**config.mk**
```make
export PLATFORM = sky130hd
export DESIGN_NAME = frame_tx
export DESIGN_NICKNAME = d
export VERILOG_FILES = /design/src/rtl/frame_tx.sv
export SDC_FILE = /design/constraint.sdc
export NUM_CORES = 1
export LEC_CHECK = 0
export CAP_MARGIN = 5
export CORE_MARGIN = 4
export CORE_UTILIZATION = 45
export DETAILED_ROUTE_END_ITERATION = 8
export HOLD_SLACK_MARGIN = 0.08
export PLACE_DENSITY_LB_ADDON = 0.2
export RECOVER_POWER = 50
export SETUP_SLACK_MARGIN = 0.2
export SYNTH_ARGS = -nofsm -noshare
export SYNTH_HDL_FRONTEND = slang
export SYNTH_SLANG_ARGS = --single-unit
```
**constraint.sdc**
```tcl
create_clock -name clk -period 2.5 [get_ports clk]
set_input_delay 0.5 -clock clk [delete_from_list [all_inputs] [get_ports clk]]
set_output_delay 0.5 -clock clk [all_outputs]
set_load 0.02 [all_outputs]
```
**src/rtl/frame_tx.sv**
```systemverilog
// Serial frame transmitter: preamble, MSB-first payload, optional parity, idle gap.
// Optional even-parity bit after the payload is built when FRAME_TX_PARITY_EN is defined.
module frame_tx #(
  parameter logic [3:0]  PREAMBLE   = 4'b1101,
  parameter int unsigned GAP_CYCLES = 2
) (
  input  logic       clk,
  input  logic       rst,
  input  logic [7:0] din,
  input  logic       din_valid,
  output logic       din_ready,
  output logic       ser_out,
  output logic       busy,
  output logic       done
);

  typedef enum logic [2:0] {
    IDLE,
    PRE,
    PAY,
`ifdef FRAME_TX_PARITY_EN
    PAR,
`endif
    GAP
  } state_e;

  localparam logic [3:0] GapLast = 4'(GAP_CYCLES - 1);

  state_e     state_q, state_d;
  logic [3:0] cnt_q, cnt_d;
  logic [7:0] shift_q, shift_d;
  logic [7:0] hold_data_q, hold_data_d;
  logic       hold_full_q, hold_full_d;
  logic       ser_q, ser_d;
  logic       accept;
  logic       load;

  assign accept = din_valid & ~hold_full_q;

  always_comb begin
    state_d     = state_q;
    cnt_d       = cnt_q + 4'd1;
    shift_d     = shift_q;
    hold_data_d = hold_data_q;
    hold_full_d = hold_full_q;
    load        = 1'b0;
    unique case (state_q)
      IDLE: begin
        cnt_d = '0;
        if (hold_full_q) begin
          state_d = PRE;
          load    = 1'b1;
        end
      end
      PRE: begin
        if (cnt_q == 4'd3) begin
          state_d = PAY;
          cnt_d   = '0;
        end
      end
      PAY: begin
        if (cnt_q == 4'd7) begin
`ifdef FRAME_TX_PARITY_EN
          state_d = PAR;
`else
          state_d = GAP;
`endif
          cnt_d   = '0;
        end
      end
`ifdef FRAME_TX_PARITY_EN
      PAR: begin
        state_d = GAP;
        cnt_d   = '0;
      end
`endif
      GAP: begin
        if (cnt_q == GapLast) begin
          cnt_d = '0;
          if (hold_full_q) begin
            state_d = PRE;
            load    = 1'b1;
          end else begin
            state_d = IDLE;
          end
        end
      end
      default: begin
        state_d = IDLE;
        cnt_d   = '0;
      end
    endcase
    // Drain and capture are exclusive: capture needs hold empty, drain needs it full.
    if (load) begin
      shift_d     = hold_data_q;
      hold_full_d = 1'b0;
    end
    if (accept) begin
      hold_data_d = din;
      hold_full_d = 1'b1;
    end
  end

  // Serial bit is registered, so it is derived from the state being entered.
  always_comb begin
    ser_d = 1'b0;
    case (state_d)
      PRE:     ser_d = PREAMBLE[2'd3 - cnt_d[1:0]];
      PAY:     ser_d = shift_d[3'd7 - cnt_d[2:0]];
`ifdef FRAME_TX_PARITY_EN
      PAR:     ser_d = ^shift_d;
`endif
      default: ser_d = 1'b0;
    endcase
  end

  always_ff @(posedge clk or posedge rst) begin
    if (rst) begin
      state_q     <= IDLE;
      cnt_q       <= '0;
      shift_q     <= '0;
      hold_data_q <= '0;
      hold_full_q <= 1'b0;
      ser_q       <= 1'b0;
    end else begin
      state_q     <= state_d;
      cnt_q       <= cnt_d;
      shift_q     <= shift_d;
      hold_data_q <= hold_data_d;
      hold_full_q <= hold_full_d;
      ser_q       <= ser_d;
    end
  end

  assign din_ready = ~hold_full_q;
  assign ser_out   = ser_q;
  assign busy      = (state_q != IDLE);
  assign done      = (state_q == GAP) && (cnt_q == GapLast);

endmodule

```
==> results.ini <==
[final_layout]
design_area_mm2 = 0.001653
layout-drive-gt1-share = 0.3768
stdcell_count = 169
final_common_cell = dfrtp_1
nets = 153
antenna_cells = 0
syn_to_final_growth_pct = 21.42
final.fill_count = 240
final_cell_mix = 21 x dfrtp_1, 13 x mux2_2, 11 x clkdlybuf4s50_1, 10 x inv_1, 10 x buf_4
fin_util = 0.5843

[critical_path]
required_ps = 2000
slowest_delay_ps = 560
worstSetupPathType = reg -> out
path_max_fanout = 10
r2r.worst_path.cells = 7
critPathSlowestCell = dfrtp_1
crit_chain = or3b_4, nor3_1, dlygate4sd2_1
arrival_ps = 1810
cp-end-kind = primary output
cp-start-kind = flop

[sta]
whs_ps = 500.8
worst_pin_slew_ps = 1259
min_period_ps = 2311
setup_viol = 0
final.setup_skew_ps = 5.352
rsz0062_at_grt = false
setup_tns_ps = 0
timing.fmax_ghz = 0.4327
report.final.slew_viol_count = 0
fin_crit_sh = 0.9244
max_slew_margin = 0.1605
finalHoldViolCount = 0

[power]
p_leak_nw = 0.7287
ir_drop_uv = 570.6
pwr_density_cell_mw_per_mm2 = 769.4

[synth]
synthesis.instances = 114
ys_types = 44
synthAdderAreaFrac = 0.02757
synth_compound_area_frac = 0.1048
ys_seq_area_frac = 0.4596
synth-main-ff-cell = dfrtp_1
synthMuxAreaShare = 0.1811
syn-cell-area_mm2 = 0.001361
synth_edf_count = 0
synth_warnings = 0
synthSimpleGateAreaFrac = 0.1498
synth_top_family_by_area = multiplexers
synth_area_per_cell_um2 = 11.94
synth_xor_area_frac = 0.01930
ys_async_sr_fraction = 1.000
ys_seq_elements = 25
syn-num-nets = 128

[cts]
clk_path_buf_depth = 2
clock-sinks = 25
cts_root_buffer = clkbuf_4
numCtsBuffers = 3
htreeDepth = 1
clock_latency_ps = 310
path_clk_slew_ps = 120
cts_tree = yes

[job]
max-cap-violations = 0

[hold_path]
hold_depth = 2
hp-class = reg -> reg

[detailed_routing]
wirelength_um = 2518
post_drt_wl_per_cell_um = 14.90
via_count = 942
postRouteAntennaNets = 0
vias_per_cell = 5.574
firstDrtPassIters = 3
drc_errors = 0
first_iter_violations = 59

[placement]
portBuffers = 14
post_dp_cell_area_mm2 = 0.001540
hpwlAfterDp_um = 1885
gp_congestion = 0.7835
placedCellCount = 159

[grt]
first_global_vias = 1004
grt_util_all_layers = 0.1476
grt_antenna_before_repair = 0
grt_max_degree = 26
grt.overflow.total = 0
grt_pass1_wl_um = 4685

[floorplanning]
dieWidth_um = 63
core_mm2 = 0.002829
die_h_um = 63
ios = 15
dieArea_mm2 = 0.003969
rows = 19
start_util = 0.4812

[run_status]
status = complete, no violations

[cell usage after synthesis, drive strengths merged, types with 3 or more instances]
library cell / number / area share
nor4: 3 / 0.018
mux2: 15 / 0.13
nand3: 4 / 0.015
dfrtp: 25 / 0.46
mux2i: 7 / 0.051
buf: 3 / 0.022
ha: 3 / 0.028
nand2: 3 / 0.0083
nor3: 4 / 0.018
inv: 10 / 0.028
a21oi: 3 / 0.019
[final cells by class]
type | instances | area (um^2) | area share
timing repair buffer | 25 | 216.5 | 0.1310
tap | 31 | 38.79 | 0.02347
multi-input combinational | 74 | 703.2 | 0.4254
inverter | 10 | 37.54 | 0.02271
sequential | 25 | 630.6 | 0.3815
clock buffer | 4 | 26.28 | 0.01590
[sequential cells by signal, summed over array words and instances (netlist names)]
signal / cells
hold_full_q: 1
state_q: 3
cnt_q: 4
shift_q: 8
hold_data_q: 8
ser_out: 1
[what timing repair did]
item	4_1_cts	5_1_grt
endpoints found under the setup margin	3	2
hold buffers	0	0
resized for setup	3	13
pin swaps	1	3
setup buffers	3	3
[where the power goes]
group	switching [mW]	internal [mW]	total, mW	leakage (nW)
clock	0.110	0.0623	0.172	0.0150
sequential	0.0828	0.550	0.633	0.296
combinational	0.200	0.266	0.466	0.418
total	0.393	0.879	1.27	0.729
[critical path, delay by kind of cell, from the launching register on]
| kind | cells | cell delay [ps] |
|---|---|---|
| simple gates | 2 | 590 |
| flops | 1 | 560 |
| buf+inv | 1 | 350 |
[stage by stage]
stage	setup WS (ps)	power [mW]
2_1_floorplan	380.2	0.9573
3_3_place_gp	282.3	1.054
3_5_place_dp	176.6	1.080
4_1_cts	230.1	1.261
5_1_grt	111.4	1.375
6_report	189.1	1.272
[routing by layer]
layer  vias up  part of all wire  GRT usage
li1        459                 -          -
met5         -                 0          0
met4         0             0.018    0.06612
met3         4             0.023    0.01259
met1       468              0.43     0.1809
met2        11              0.53     0.2609
[worst paths after layout]
| path | start | end | slack, ps |
|---|---|---|---|
| max | state_q[0] | done | 190 |
| min | shift_q[5] | shift_q[5] | 500 |
| max reg2reg | state_q[0] | ser_out | 280 |
| min reg2reg | shift_q[5] | shift_q[5] | 500 |
| max in group asynchronous | rst | cnt_q[3] | 640 |
| min in group asynchronous | rst | shift_q[6] | 1030 |
[kinds of logic (layout without fill, tap and decap cells)]
kind of cell               count (synthesis)  count (layout)
AOI/OAI and AO/OA                         16              16
xor gates and xnor gates                   3               3
adders and majority gates                  3               3
buffers and inverters                     15              39
DFF                                       25              25
muxes                                     22              22
other                                      1               1
and+or+nand+nor                           29              29
Power figures use the tool's default switching activity.
